--- src/rtl/spi_pkg.sv ---
// Shared types and widths for the SPI master block.
package spi_pkg;

  localparam int unsigned SPI_BYTE_W      = 8;
  localparam int unsigned SPI_CLK_DIV_MIN = 2;
  localparam int unsigned SPI_CNT_W       = 8;
  localparam int unsigned SPI_BIT_W       = 3;

  typedef enum logic [2:0] {
    IDLE,
    SETUP,
    HIGH,
    LOW,
    HOLD
  } spi_state_e;

endpackage

--- src/rtl/spi_sck_gen.sv ---
// Half-period down-counter: reloads to CLK_DIV-1, holds at 0, flags terminal count.
module spi_sck_gen
  import spi_pkg::*;
#(
  parameter int unsigned CLK_DIV = 2
) (
  input  logic clk,
  input  logic rst_n,
  input  logic reload,
  output logic tc_c,
  output logic pre_tc_c
);

  localparam logic [SPI_CNT_W-1:0] RELOAD_VAL = SPI_CNT_W'(CLK_DIV - 1);

  logic [SPI_CNT_W-1:0] cnt;

  // Down-count within a state; reload on every state entry.
  always_ff @(posedge clk or negedge rst_n) begin
    if (!rst_n) begin
      cnt <= '0;
    end else if (reload) begin
      cnt <= RELOAD_VAL;
    end else if (cnt != '0) begin
      cnt <= cnt - SPI_CNT_W'(1);
    end
  end

  assign tc_c     = (cnt == '0);
  assign pre_tc_c = (cnt == SPI_CNT_W'(1));

endmodule

--- src/rtl/spi_master.sv ---
// Mode-0 SPI master: one byte out on SDO (MSB first) while sampling one byte on SDI.
// Optional back-to-back framing under a single SS when SPI_MASTER_BURST_EN is defined.
module spi_master
  import spi_pkg::*;
#(
  parameter int unsigned CLK_DIV = 2
) (
  input  logic                  Clk,
  input  logic                  Rst_n,
  input  logic                  Start,
  input  logic [SPI_BYTE_W-1:0] Tx_Byte,
  output logic                  Busy,
  output logic                  Done,
  output logic [SPI_BYTE_W-1:0] Rx_Byte,
  output logic                  SCK,
  output logic                  SS,
  output logic                  SDO,
  input  logic                  SDI
);

  // The SDI synchroniser needs at least two cycles per half-period.
  localparam int unsigned DIV = (CLK_DIV < SPI_CLK_DIV_MIN) ? SPI_CLK_DIV_MIN : CLK_DIV;

  spi_state_e           state, state_n;
  logic                 tc_c, pre_tc_c, reload_c, burst_go_c;
  logic                 load_c, shift_c;
  logic                 ss_n, sck_n, busy_n, done_n;
  logic [SPI_BIT_W-1:0] bit_cnt;
  logic [SPI_BYTE_W-2:0] tx_rest;
  logic [SPI_BYTE_W-1:0] rx_shift;
  logic                 sdi_meta, sdi_sync;

  spi_sck_gen #(.CLK_DIV(DIV)) u_sck_gen (
    .clk      (Clk),
    .rst_n    (Rst_n),
    .reload   (reload_c),
    .tc_c     (tc_c),
    .pre_tc_c (pre_tc_c)
  );

`ifdef SPI_MASTER_BURST_EN
  assign burst_go_c = Start;
`else
  assign burst_go_c = 1'b0;
`endif

  // Next state and next registered output values.
  always_comb begin
    state_n = state;
    unique case (state)
      IDLE:    if (Start) state_n = SETUP;
      SETUP:   if (tc_c) state_n = HIGH;
      HIGH:    if (tc_c) state_n = LOW;
      LOW:     if (tc_c) state_n = (bit_cnt == {SPI_BIT_W{1'b1}}) ? HOLD : HIGH;
      HOLD:    if (tc_c) state_n = burst_go_c ? SETUP : IDLE;
      default: state_n = IDLE;
    endcase
    reload_c = (state_n != state);
    load_c   = (state_n == SETUP) && (state != SETUP);
    shift_c  = (state == HIGH) && tc_c;
    ss_n     = (state_n == IDLE);
    sck_n    = (state_n == HIGH);
    busy_n   = (state_n != IDLE);
    done_n   = (state == HOLD) && pre_tc_c;
  end

  // State and bus-control registers.
  always_ff @(posedge Clk or negedge Rst_n) begin
    if (!Rst_n) begin
      state <= IDLE;
      SS    <= 1'b1;
      SCK   <= 1'b0;
      Busy  <= 1'b0;
      Done  <= 1'b0;
    end else begin
      state <= state_n;
      SS    <= ss_n;
      SCK   <= sck_n;
      Busy  <= busy_n;
      Done  <= done_n;
    end
  end

  // Transmit/receive shifters, bit counter and received-byte holding register.
  always_ff @(posedge Clk or negedge Rst_n) begin
    if (!Rst_n) begin
      tx_rest  <= '0;
      SDO      <= 1'b0;
      rx_shift <= '0;
      Rx_Byte  <= '0;
      bit_cnt  <= '0;
    end else begin
      if (load_c) begin
        SDO     <= Tx_Byte[SPI_BYTE_W-1];
        tx_rest <= Tx_Byte[SPI_BYTE_W-2:0];
      end else if (shift_c) begin
        SDO     <= tx_rest[SPI_BYTE_W-2];
        tx_rest <= {tx_rest[SPI_BYTE_W-3:0], 1'b0};
      end else if (state_n == IDLE) begin
        SDO <= 1'b0;
      end
      if (shift_c) begin
        rx_shift <= {rx_shift[SPI_BYTE_W-2:0], sdi_sync};
      end
      if (done_n) begin
        Rx_Byte <= rx_shift;
      end
      if ((state == LOW) && tc_c) begin
        bit_cnt <= bit_cnt + SPI_BIT_W'(1);
      end
    end
  end

  // Two-flop synchroniser for the asynchronous SDI pin.
  always_ff @(posedge Clk or negedge Rst_n) begin
    if (!Rst_n) begin
      sdi_meta <= 1'b0;
      sdi_sync <= 1'b0;
    end else begin
      sdi_meta <= SDI;
      sdi_sync <= sdi_meta;
    end
  end

endmodule

--- config.mk ---
export PLATFORM = sky130hd
export DESIGN_NAME = spi_master
export DESIGN_NICKNAME = d
export VERILOG_FILES = /design/src/rtl/spi_pkg.sv /design/src/rtl/spi_sck_gen.sv /design/src/rtl/spi_master.sv
export SDC_FILE = /design/constraint.sdc
export NUM_CORES = 1
export LEC_CHECK = 0
export CAP_MARGIN = 20
export CORE_MARGIN = 2
export CORE_UTILIZATION = 48
export CTS_CLUSTER_SIZE = 25
export DETAILED_ROUTE_END_ITERATION = 10
export PLACE_DENSITY_LB_ADDON = 0.15
export SYNTH_ARGS = -nofsm -noshare
export SYNTH_HDL_FRONTEND = slang
export SYNTH_SLANG_ARGS = --single-unit
--- constraint.sdc ---
create_clock -name Clk -period 2.2 [get_ports Clk]
set_input_delay 0.44 -clock Clk [delete_from_list [all_inputs] [get_ports Clk]]
set_output_delay 0.44 -clock Clk [all_outputs]
set_load 0.01 [all_outputs]
==> flow_summary.toml <==
[logic_synthesis]
ys.warnings.count = 0
ys_seq_area_frac = 0.541
synth_largest_area_cell = "dfrtp_1"
synth_edf_count = 0
async_flop_share = 1.00
synth_area_leaders = "dfrtp_1 53%, mux2_4 7.4%, mux2_2 4.4%"
ys.flop_type = "dfrtp_1"
ys_types = 44
syn_area_um2 = 2040
synthCells = 160
yosysTopAreaCellShare = 0.529
ys_ff_latch = 44
syn_area_per_cell_um2 = 12.7
syn-num-nets = 177

[critical_path]
required_ps = 2380
r2r_end = "bit_cnt[2]"
reg2regPathDepth = 6
path_max_fanout = 6
crit_buf_inv = 1
cp.arrival_ps = 2120
critical_path_cell_count = 6
rrSetupSlack_ps = 260
slowest_stage = "dfrtp_1"
cp-start-kind = "flop"
path_class = "reg2reg"
reg2reg_from = "u_sck_gen.cnt[0]"
cp_cell_sequence = "inv_1 > ha_1 > nor4b_4 > and3_2 > nand3b_4 > mux2_4"
cpPeakStageDelay_ps = 420
critPathCaptureType = "flop"
cp-startpoint = "u_sck_gen.cnt[0]"
crit_end = "bit_cnt[2]"
crit_family = "simple AND/OR/NAND/NOR gates"

[cells_and_area]
instances_no_fill = 243
final_core_util = 0.604
syn2layout_area_growth_pct = 19.5
drive_gt1_frac = 0.223
antennaDiodeCount = 0
layout_commonest_cell = "dfrtp_1"
layout_common_cells = "43 x dfrtp_1, 23 x clkdlybuf4s50_1, 10 x nor2_1, 10 x mux2_4"
fin_nets = 209

[routing]
drtPass1Iterations = 4
totalWireLength_um = 3720
initialDrtViolationCount = 90
drcViolationCount = 0
ant_nets = 0
viasPerCell = 5.51
via_count = 1340
wl_per_cell_um = 15.3

[run]
drv_cap = 0

[timing]
tns_ps = 0
fmax_ghz = 0.515
tightest_slew_ps = 531
setup_viol = 0
period_minus_slack_ps = 1940
hold_viol = 0
slew_violations = 0
period_share = 0.883
slew_headroom = 0.646
rsz0062_at_grt = "no"
fin_skew_ps = 8.88

[die]
die-area_um2 = 4780
start_util = 0.505
core_area_um2 = 4030
ioPinCount = 25
row_count = 23
die_w_um = 69.1
dieHeight_um = 69.1

[power]
finalPower_uw = 2480
p_leak_uw = 0.00113
peakVddDrop_uv = 553
powerDensity_nw_per_um2 = 1020

[placement]
place_inst = 235
place_congestion = 0.852
port_buffers = 24
dp_hpwl_um = 2740

[global_routing]
grt_pass1_wl_um = 6600
grt_usage = 0.173
overflow = 0
grt_max_degree = 45
grt_antenna_before_repair = 0
grt_pass1_vias = 1418

[clock_network]
clk_pin_slew_ps = 80
cts_buffers = 5
clock_sinks = 44
clock_path_buffers = 2
hold_buffers = 0
htree_num_levels = 2
cts_root_buffer = "clkbuf_8"
cts_tree = "done"
clock_latency_ps = 300

[run_status]
status = "completed"

[hold_path]
min-delay-path-class = "in2async"
==> kinds of logic after synthesis <==
logic type                 after synthesis  share of synthesized area
xor gates and xnor gates                 4                     0.0172
DFF                                     44                      0.541
adders and majority gates                5                     0.0307
buffers and inverters                   12                     0.0301
AOI/OAI and AO/OA                       32                      0.113
and+or+nand+nor                         43                      0.140
muxes                                   20                      0.128
==> metrics by stage <==
step,worst slack [ps],instance area [um2],hold slack [ps]
final,258,2430,211
after global routing,45.8,2430,248
after CTS,113,2430,230
after detailed placement,121,2350,337
after global placement,202,2350,332
after floorplan,431,2040,144
==> per-layer routing <==
layer / up-vias / GRT usage / wire [um]
li1: 633 / - / -
met1: 677 / 0.227 / 1700
met2: 26 / 0.271 / 1800
met3: 4 / 0.0497 / 171
met4: 0 / 0.0654 / 51
met5: - / 0 / 0
==> cells in the mapped netlist, drive strengths merged (5+ instances only) <==
library cell / number
a22oi: 6
nand2: 9
o2bb2ai: 5
dfrtp: 43
mux2: 18
inv: 6
nor2: 10
a21oi: 9
ha: 5
==> where the power goes <==
group / switching (uW) / internal, uW
registers: 199 / 998
logic: 396 / 400
clock network: 267 / 222
==> flip-flops by register name (all words and copies together) (netlist names) <==
name / cells
Busy: 1
Done: 1
Rx_Byte: 8
SCK: 1
SDO: 1
SS: 1
bit_cnt: 3
rx_shift: 8
sdi_meta: 1
sdi_sync: 1
state: 3
tx_rest: 7
u_sck_gen.cnt: 8
==> final cells by class <==
| class | instances | area (um2) |
|---|---|---|
| flip-flops and latches | 44 | 1100 |
| clock buffers | 6 | 72.6 |
| clock inverters | 2 | 12.5 |
| multi-input cells | 104 | 873 |
| well taps | 50 | 62.6 |
| repair buffers | 31 | 288 |
| fillers | 337 | 1600 |
| inverters | 6 | 22.5 |
==> worst min-delay path by stage <==
stage | start | endpoint | cells after the start
after floorplan | Rst_n | Busy | 0
after global placement | sdi_meta | sdi_sync | 0
after detailed placement | sdi_meta | sdi_sync | 0
after CTS | Rst_n | u_sck_gen.cnt[0] | 2
after global routing | Rst_n | u_sck_gen.cnt[1] | 2
final | Rst_n | u_sck_gen.cnt[0] | 2
==> repair_timing <==
item	in CTS	in global routing
buffers inserted	0	0
endpoints found under the setup margin	0	12
gates resized for setup	0	1
No activity file was read; power rests on OpenSTA's default activity.
